==> config.mk <==
export PLATFORM = sky130hd
export DESIGN_NAME = instr_fetch_unit
export DESIGN_NICKNAME = d
export VERILOG_FILES = /design/src/rtl/riscv_pkg.sv /design/src/rtl/fetch_timeout_ctr.sv /design/src/rtl/instr_fetch_unit.sv
export SDC_FILE = /design/constraint.sdc
export NUM_CORES = 1
export LEC_CHECK = 0
export CORE_UTILIZATION = 44
export CTS_BUF_LIST = sky130_fd_sc_hd__clkbuf_4
export CTS_CLUSTER_DIAMETER = 50
export DETAILED_ROUTE_END_ITERATION = 8
export PLACE_DENSITY = 0.78
export SETUP_SLACK_MARGIN = 0.3
export SLEW_MARGIN = 15
export SYNTH_ARGS = -nofsm -noshare
export SYNTH_HDL_FRONTEND = slang
export SYNTH_HIERARCHICAL = 1
export SYNTH_SLANG_ARGS = --single-unit
export TNS_END_PERCENT = 1
==> constraint.sdc <==
create_clock -name clk -period 5.1 [get_ports clk]
set_input_delay 1.02 -clock clk [delete_from_list [all_inputs] [get_ports clk]]
set_output_delay 1.02 -clock clk [all_outputs]
set_load 0.05 [all_outputs]
==> src/rtl/riscv_pkg.sv <==
// riscv_pkg: shared opcode constants, fetch FSM state type and helpers.
package riscv_pkg;
  localparam int INSTR_W = 32;
  localparam logic [6:0] OP_ADDI   = 7'b0010011;
  localparam logic [6:0] OP_BRANCH = 7'b1100011;
  localparam logic [6:0] OP_JALR   = 7'b1100111;
  localparam logic [6:0] OP_LUI    = 7'b0110111;
  typedef enum logic [2:0] {S_ISSUE, S_WAIT, S_HOLD, S_DROP, S_FAULT} fetch_state_t;
  function automatic logic is_waiting(fetch_state_t s);
    return s inside {S_WAIT, S_DROP};
  endfunction
endpackage

==> src/rtl/fetch_timeout_ctr.sv <==
// fetch_timeout_ctr: counts cycles spent waiting for mem_ack and flags expiry at WAIT_MAX.
module fetch_timeout_ctr #(
  parameter int WAIT_MAX = 16
) (
  input  logic clk,
  input  logic reset_n,
  input  logic clear_i,
  input  logic enable_i,
  output logic expired_o
);
  localparam int CW = $clog2(WAIT_MAX + 1);
  logic [CW-1:0] cnt_q, cnt_d;
  logic          sat;
  // Saturates so repeated redirects inside S_DROP cannot wrap the count.
  assign sat       = cnt_q >= CW'(WAIT_MAX - 1);
  assign expired_o = enable_i && sat;
  always_comb cnt_d = clear_i ? '0 : (enable_i && !sat) ? cnt_q + 1'b1 : cnt_q;
  always_ff @(posedge clk or negedge reset_n)
    if (!reset_n) cnt_q <= '0;
    else          cnt_q <= cnt_d;
endmodule

==> src/rtl/instr_fetch_unit.sv <==
// instr_fetch_unit: PC owner, req/ack instruction fetch into IR, redirect handling and sticky fault.
module instr_fetch_unit
  import riscv_pkg::*;
#(
  parameter int              XLEN     = 64,
  parameter logic [XLEN-1:0] RESET_PC = '0,
  parameter int              WAIT_MAX = 16
) (
  input  logic               clk,
  input  logic               reset_n,
  output logic               mem_req,
  output logic [XLEN-1:0]    mem_addr,
  input  logic               mem_ack,
  input  logic [INSTR_W-1:0] mem_rdata,
  input  logic               redirect,
  input  logic [XLEN-1:0]    redirect_pc,
  output logic               ir_valid,
  input  logic               ir_ready,
  output logic [INSTR_W-1:0] ir_instr,
  output logic [6:0]         ir_opcode,
  output logic [4:0]         ir_rd,
  output logic [4:0]         ir_rs1,
  output logic [4:0]         ir_rs2,
  output logic [XLEN-1:0]    ir_pc,
  output logic               fault
);
  fetch_state_t       state_q, state_d;
  logic [XLEN-1:0]    pc_q, pc_d, ir_pc_q, ir_pc_d;
  logic [INSTR_W-1:0] ir_q, ir_d;
  logic               live_q, issued, redir_bad, accept, expired, tmo_clear, tmo_en;
  // live_q keeps mem_req low while reset is held even though the state is S_ISSUE.
  assign issued    = state_q == S_ISSUE && live_q;
  assign redir_bad = redirect && |redirect_pc[1:0];
  assign accept    = state_q == S_WAIT && mem_ack && !redirect;
  assign tmo_en    = is_waiting(state_q) && !mem_ack;
  assign tmo_clear = is_waiting(state_d) && state_d != state_q;
  fetch_timeout_ctr #(.WAIT_MAX(WAIT_MAX)) u_tmo (
    .clk      (clk),
    .reset_n  (reset_n),
    .clear_i  (tmo_clear),
    .enable_i (tmo_en),
    .expired_o(expired)
  );
  always_ff @(posedge clk or negedge reset_n)
    if (!reset_n) begin
      state_q <= S_ISSUE;
      pc_q    <= RESET_PC;
      ir_q    <= '0;
      ir_pc_q <= '0;
      live_q  <= 1'b0;
    end else begin
      state_q <= state_d;
      pc_q    <= pc_d;
      ir_q    <= ir_d;
      ir_pc_q <= ir_pc_d;
      live_q  <= 1'b1;
    end
  // A redirect goes to S_DROP only while a request is still outstanding after this cycle.
  always_comb begin
    state_d = state_q;
    if (state_q != S_FAULT) begin
      if (redir_bad)     state_d = S_FAULT;
      else if (redirect) state_d = (issued || (is_waiting(state_q) && !mem_ack)) ? S_DROP : S_ISSUE;
      else if (expired)  state_d = S_FAULT;
      else
        case (state_q)
          S_ISSUE: state_d = live_q   ? S_WAIT  : S_ISSUE;
          S_WAIT:  state_d = mem_ack  ? S_HOLD  : S_WAIT;
          S_HOLD:  state_d = ir_ready ? S_ISSUE : S_HOLD;
          S_DROP:  state_d = mem_ack  ? S_ISSUE : S_DROP;
          default: state_d = state_q;
        endcase
    end
  end
  always_comb begin
    pc_d    = state_q == S_FAULT ? pc_q
            : (redirect && !redir_bad) ? redirect_pc
            : accept ? pc_q + XLEN'(4) : pc_q;
    ir_d    = accept ? mem_rdata : ir_q;
    ir_pc_d = accept ? pc_q : ir_pc_q;
  end
  always_comb begin
    mem_req   = issued;
    mem_addr  = pc_q;
    ir_valid  = state_q == S_HOLD;
    fault     = state_q == S_FAULT;
    ir_instr  = ir_q;
    ir_opcode = ir_q[6:0];
    ir_rd     = ir_q[11:7];
    ir_rs1    = ir_q[19:15];
    ir_rs2    = ir_q[24:20];
    ir_pc     = ir_pc_q;
  end
endmodule

==> out/metrics.csv <==
stage,metric,value,unit
detailed_routing,dr.pass1.iters,5,
sta,setup_ws,1.16,ns
clock_network,h-tree-depth,4,
critical_path,ff2ff_path_depth,10,
floorplan,ios,286,
sta,worstMarginPinSlew,1.12,ns
grt,gr-total-overflow,0,
clock_network,clk_pin_slew,0.14,ns
clock_network,clock-root-buffer,clkbuf_4,
detailed_routing,route.met3.wl,2.57,mm
placed_design,place_area,11300,um^2
grt,grt_pass1_wl,43.1,mm
finish,multi_input_area,3780,um^2
sta,max_freq,0.254,GHz
sta,setup_viol,0,
finish,drive_gt1_frac,0.0583,
clock_network,cts_tree,yes,
floorplan,row_count,50,
pwr,power_density,271,nW/um^2
floorplan,coreArea,18700,um^2
sta,fin_crit,3.94,ns
detailed_routing,ant_nets,0,
finish,fillers,1676,
sta,fin_skew,0.0189,ns
yosys,postSynthRegisterBits,169,
clock_network,cts_resized,0,
detailed_routing,via_per_inst,5.63,
floorplan,start_util,0.450,
yosys,synth_cell_type_count,65,
floorplan,die_y,140,um
hold_path,whs_path_depth,2,
clock_network,ctsHoldBuffers,0,
placed_design,dp_cells,1438,
pwr,p_leak,5.13,nW
placed_design,pre_cts_slack,0.673,ns
yosys,synthFlopType,dfrtp_1,
finish,fin_util,0.619,
clock_network,post_cts.repair.setup_buffers,0,
placed_design,place_congestion,0.892,
critical_path,cp_data_arrival_time,4.39,ns
detailed_routing,post_drt_wl_per_cell,18.5,um
detailed_routing,wl_met1,10.6,mm
grt,grtUsageTotal,0.280,
floorplan,die_w,140,um
critical_path,cp-end-kind,register,
clock_network,ctsLongestPathBuffers,2,
detailed_routing,drc,0,
yosys,synth_area,8420,um^2
finish,fin_area,11600,um^2
grt,grt_max_degree,99,
sta,slew_headroom,0.246,
sta,tns,0,ns
clock_network,clock_latency,0.56,ns
yosys,synth_nets,1093,
yosys,syn_area_per_cell,8.52,um^2
sta,period_share,0.773,
hold_path,hold_class,register to register,
pwr,power.total,3.13,mW
finish,layoutNonFillerInstCount,1472,
clock_network,cts_sinks,169,
grt,antenna_found_initial,4,
sta,hold_violations,0,
yosys,synth_edf_count,0,
pwr,ir_drop,340,uV
critical_path,setup.worst_path.start_class,input port,
yosys,synth-seq-area-share,0.502,
sta,worst_hold_slack,0.490,ns
yosys,async_flop_share,1.00,
detailed_routing,top_layer,met5,
detailed_routing,wl,27.2,mm
yosys,syn_inst,989,
finish,syn2layout_area_growth,37.5,%
outcome,outcome,finished clean,
clock_network,cts_buffers,17,
finish,seq_area,4230,um^2
critical_path,crit_fanout,8,
detailed_routing,drtIter0Drc,602,
critical_path,crit_required,5.54,ns
placed_design,numPortBuffers,285,
grt,first_global_vias,8060,
detailed_routing,dr_wl_met2,13.4,mm
sta,rsz0062_at_grt,no,
run,drv_cap,0,
floorplan,die-area,19700,um^2
sta,slew_viol_final,0,
critical_path,path_class,input port to register,
yosys,ys_warn_count,6,
finish,layout.nets,1327,
placed_design,hpwlAfterDp,19.2,mm
detailed_routing,dr_total_vias,8292,
final timing paths:
path	end	from	slack [ns]
worst max-delay path	u_tmo/cnt_q[0]	mem_ack	1.16
worst min-delay path	ir_pc[0]	ir_pc[0]	0.49
worst max register to register	u_tmo/cnt_q[0]	state_q[2]	1.67
worst min register to register	ir_pc[0]	ir_pc[0]	0.49
max in group asynchronous	mem_addr[57]	reset_n	3.50
min in group asynchronous	ir_pc[1]	reset_n	0.52
where the power goes:
part | leakage, nW | internal, mW | switching (mW)
sequential | 2.25 | 1.42 | 0.154
clock | 0.151 | 0.348 | 0.485
combinational | 2.73 | 0.273 | 0.459
cell families (layout without fill, tap and decap cells):
| group | Yosys count | in the layout | share of synthesized area |
|---|---|---|---|
| AOI/OAI and AO/OA | 200 | 200 | 0.149 |
| muxes | 4 | 4 | 0.00594 |
| and+or+nand+nor | 520 | 520 | 0.284 |
| buffers and inverters | 91 | 338 | 0.0529 |
| xor gates and xnor gates | 1 | 1 | 0.00104 |
| adders and majority gates | 3 | 3 | 0.00446 |
| other | 1 | 3 | 0.000445 |
| DFF | 169 | 169 | 0.502 |
cell type report:
type | count | area share
clock inverters | 14 | 0.0148
inverters | 11 | 0.00356
flip-flops and latches | 169 | 0.365
clock buffers | 18 | 0.0117
multi-input cells | 729 | 0.326
well taps | 234 | 0.0253
repair buffers | 295 | 0.253
diodes | 2 | 0.000432
Yosys cell counts, drive strengths merged, types with 5 or more instances:
cell / count / area [um^2]
a211oi: 12 / 90.1
a21oi: 57 / 285
a2bb2oi: 6 / 52.6
a311oi: 7 / 61.3
a31oi: 11 / 68.8
and2: 8 / 50.1
and3: 16 / 105
and4: 7 / 68.8
buf: 41 / 258
clkbuf: 39 / 146
dfrtp: 169 / 4230
inv: 11 / 41.3
nand2: 326 / 1220
nand3: 35 / 180
nand4: 13 / 124
nor2: 48 / 185
nor3: 24 / 136
nor4: 11 / 98.8
o21a: 5 / 37.5
o21ai: 43 / 215
o22a: 5 / 43.8
o22ai: 21 / 131
or3: 12 / 76.3
registers in the layout, summed over array words and instances (netlist names):
signal / flops
state_q: 3
mem_addr: 64
ir_pc: 64
live_q: 1
u_tmo/cnt_q: 5
ir_instr: 32
layer usage:
layer	global-route usage	vias to the layer above
met4	0.0989	4
met1	0.338	3947
met5	0	-
met2	0.481	421
met3	0.0745	50
li1	-	3870
cells in the final DEF, fill, tap and decap left out, drive strengths merged, types with 8 or more instances in the layout:
cell | Yosys | layout
nor4 | 11 | 11
nor2 | 48 | 48
nand4 | 13 | 13
o21ai | 43 | 43
buf | 41 | 11
clkdlybuf4s50 | 0 | 284
o22ai | 21 | 21
a31oi | 11 | 11
and3 | 16 | 16
nor3 | 24 | 24
clkbuf | 39 | 18
dfrtp | 169 | 169
a21oi | 57 | 57
nand2 | 326 | 326
nand3 | 35 | 35
or3 | 12 | 12
and2 | 8 | 8
a211oi | 12 | 12
inv | 11 | 14
worst max-delay path, cell delays in order:
cell             delay (ns)
clkdlybuf4s50_1        0.53
nor3b_1                0.64
a21boi_0               0.42
inv_1                  0.11
a31oi_1                0.16
o21ai_0                0.10
and2_1                 0.16
xnor2_1                0.12
a211oi_1               0.73
nor2_1                 0.11
mux2_4                 0.28
Power figures use the tool's default switching activity.
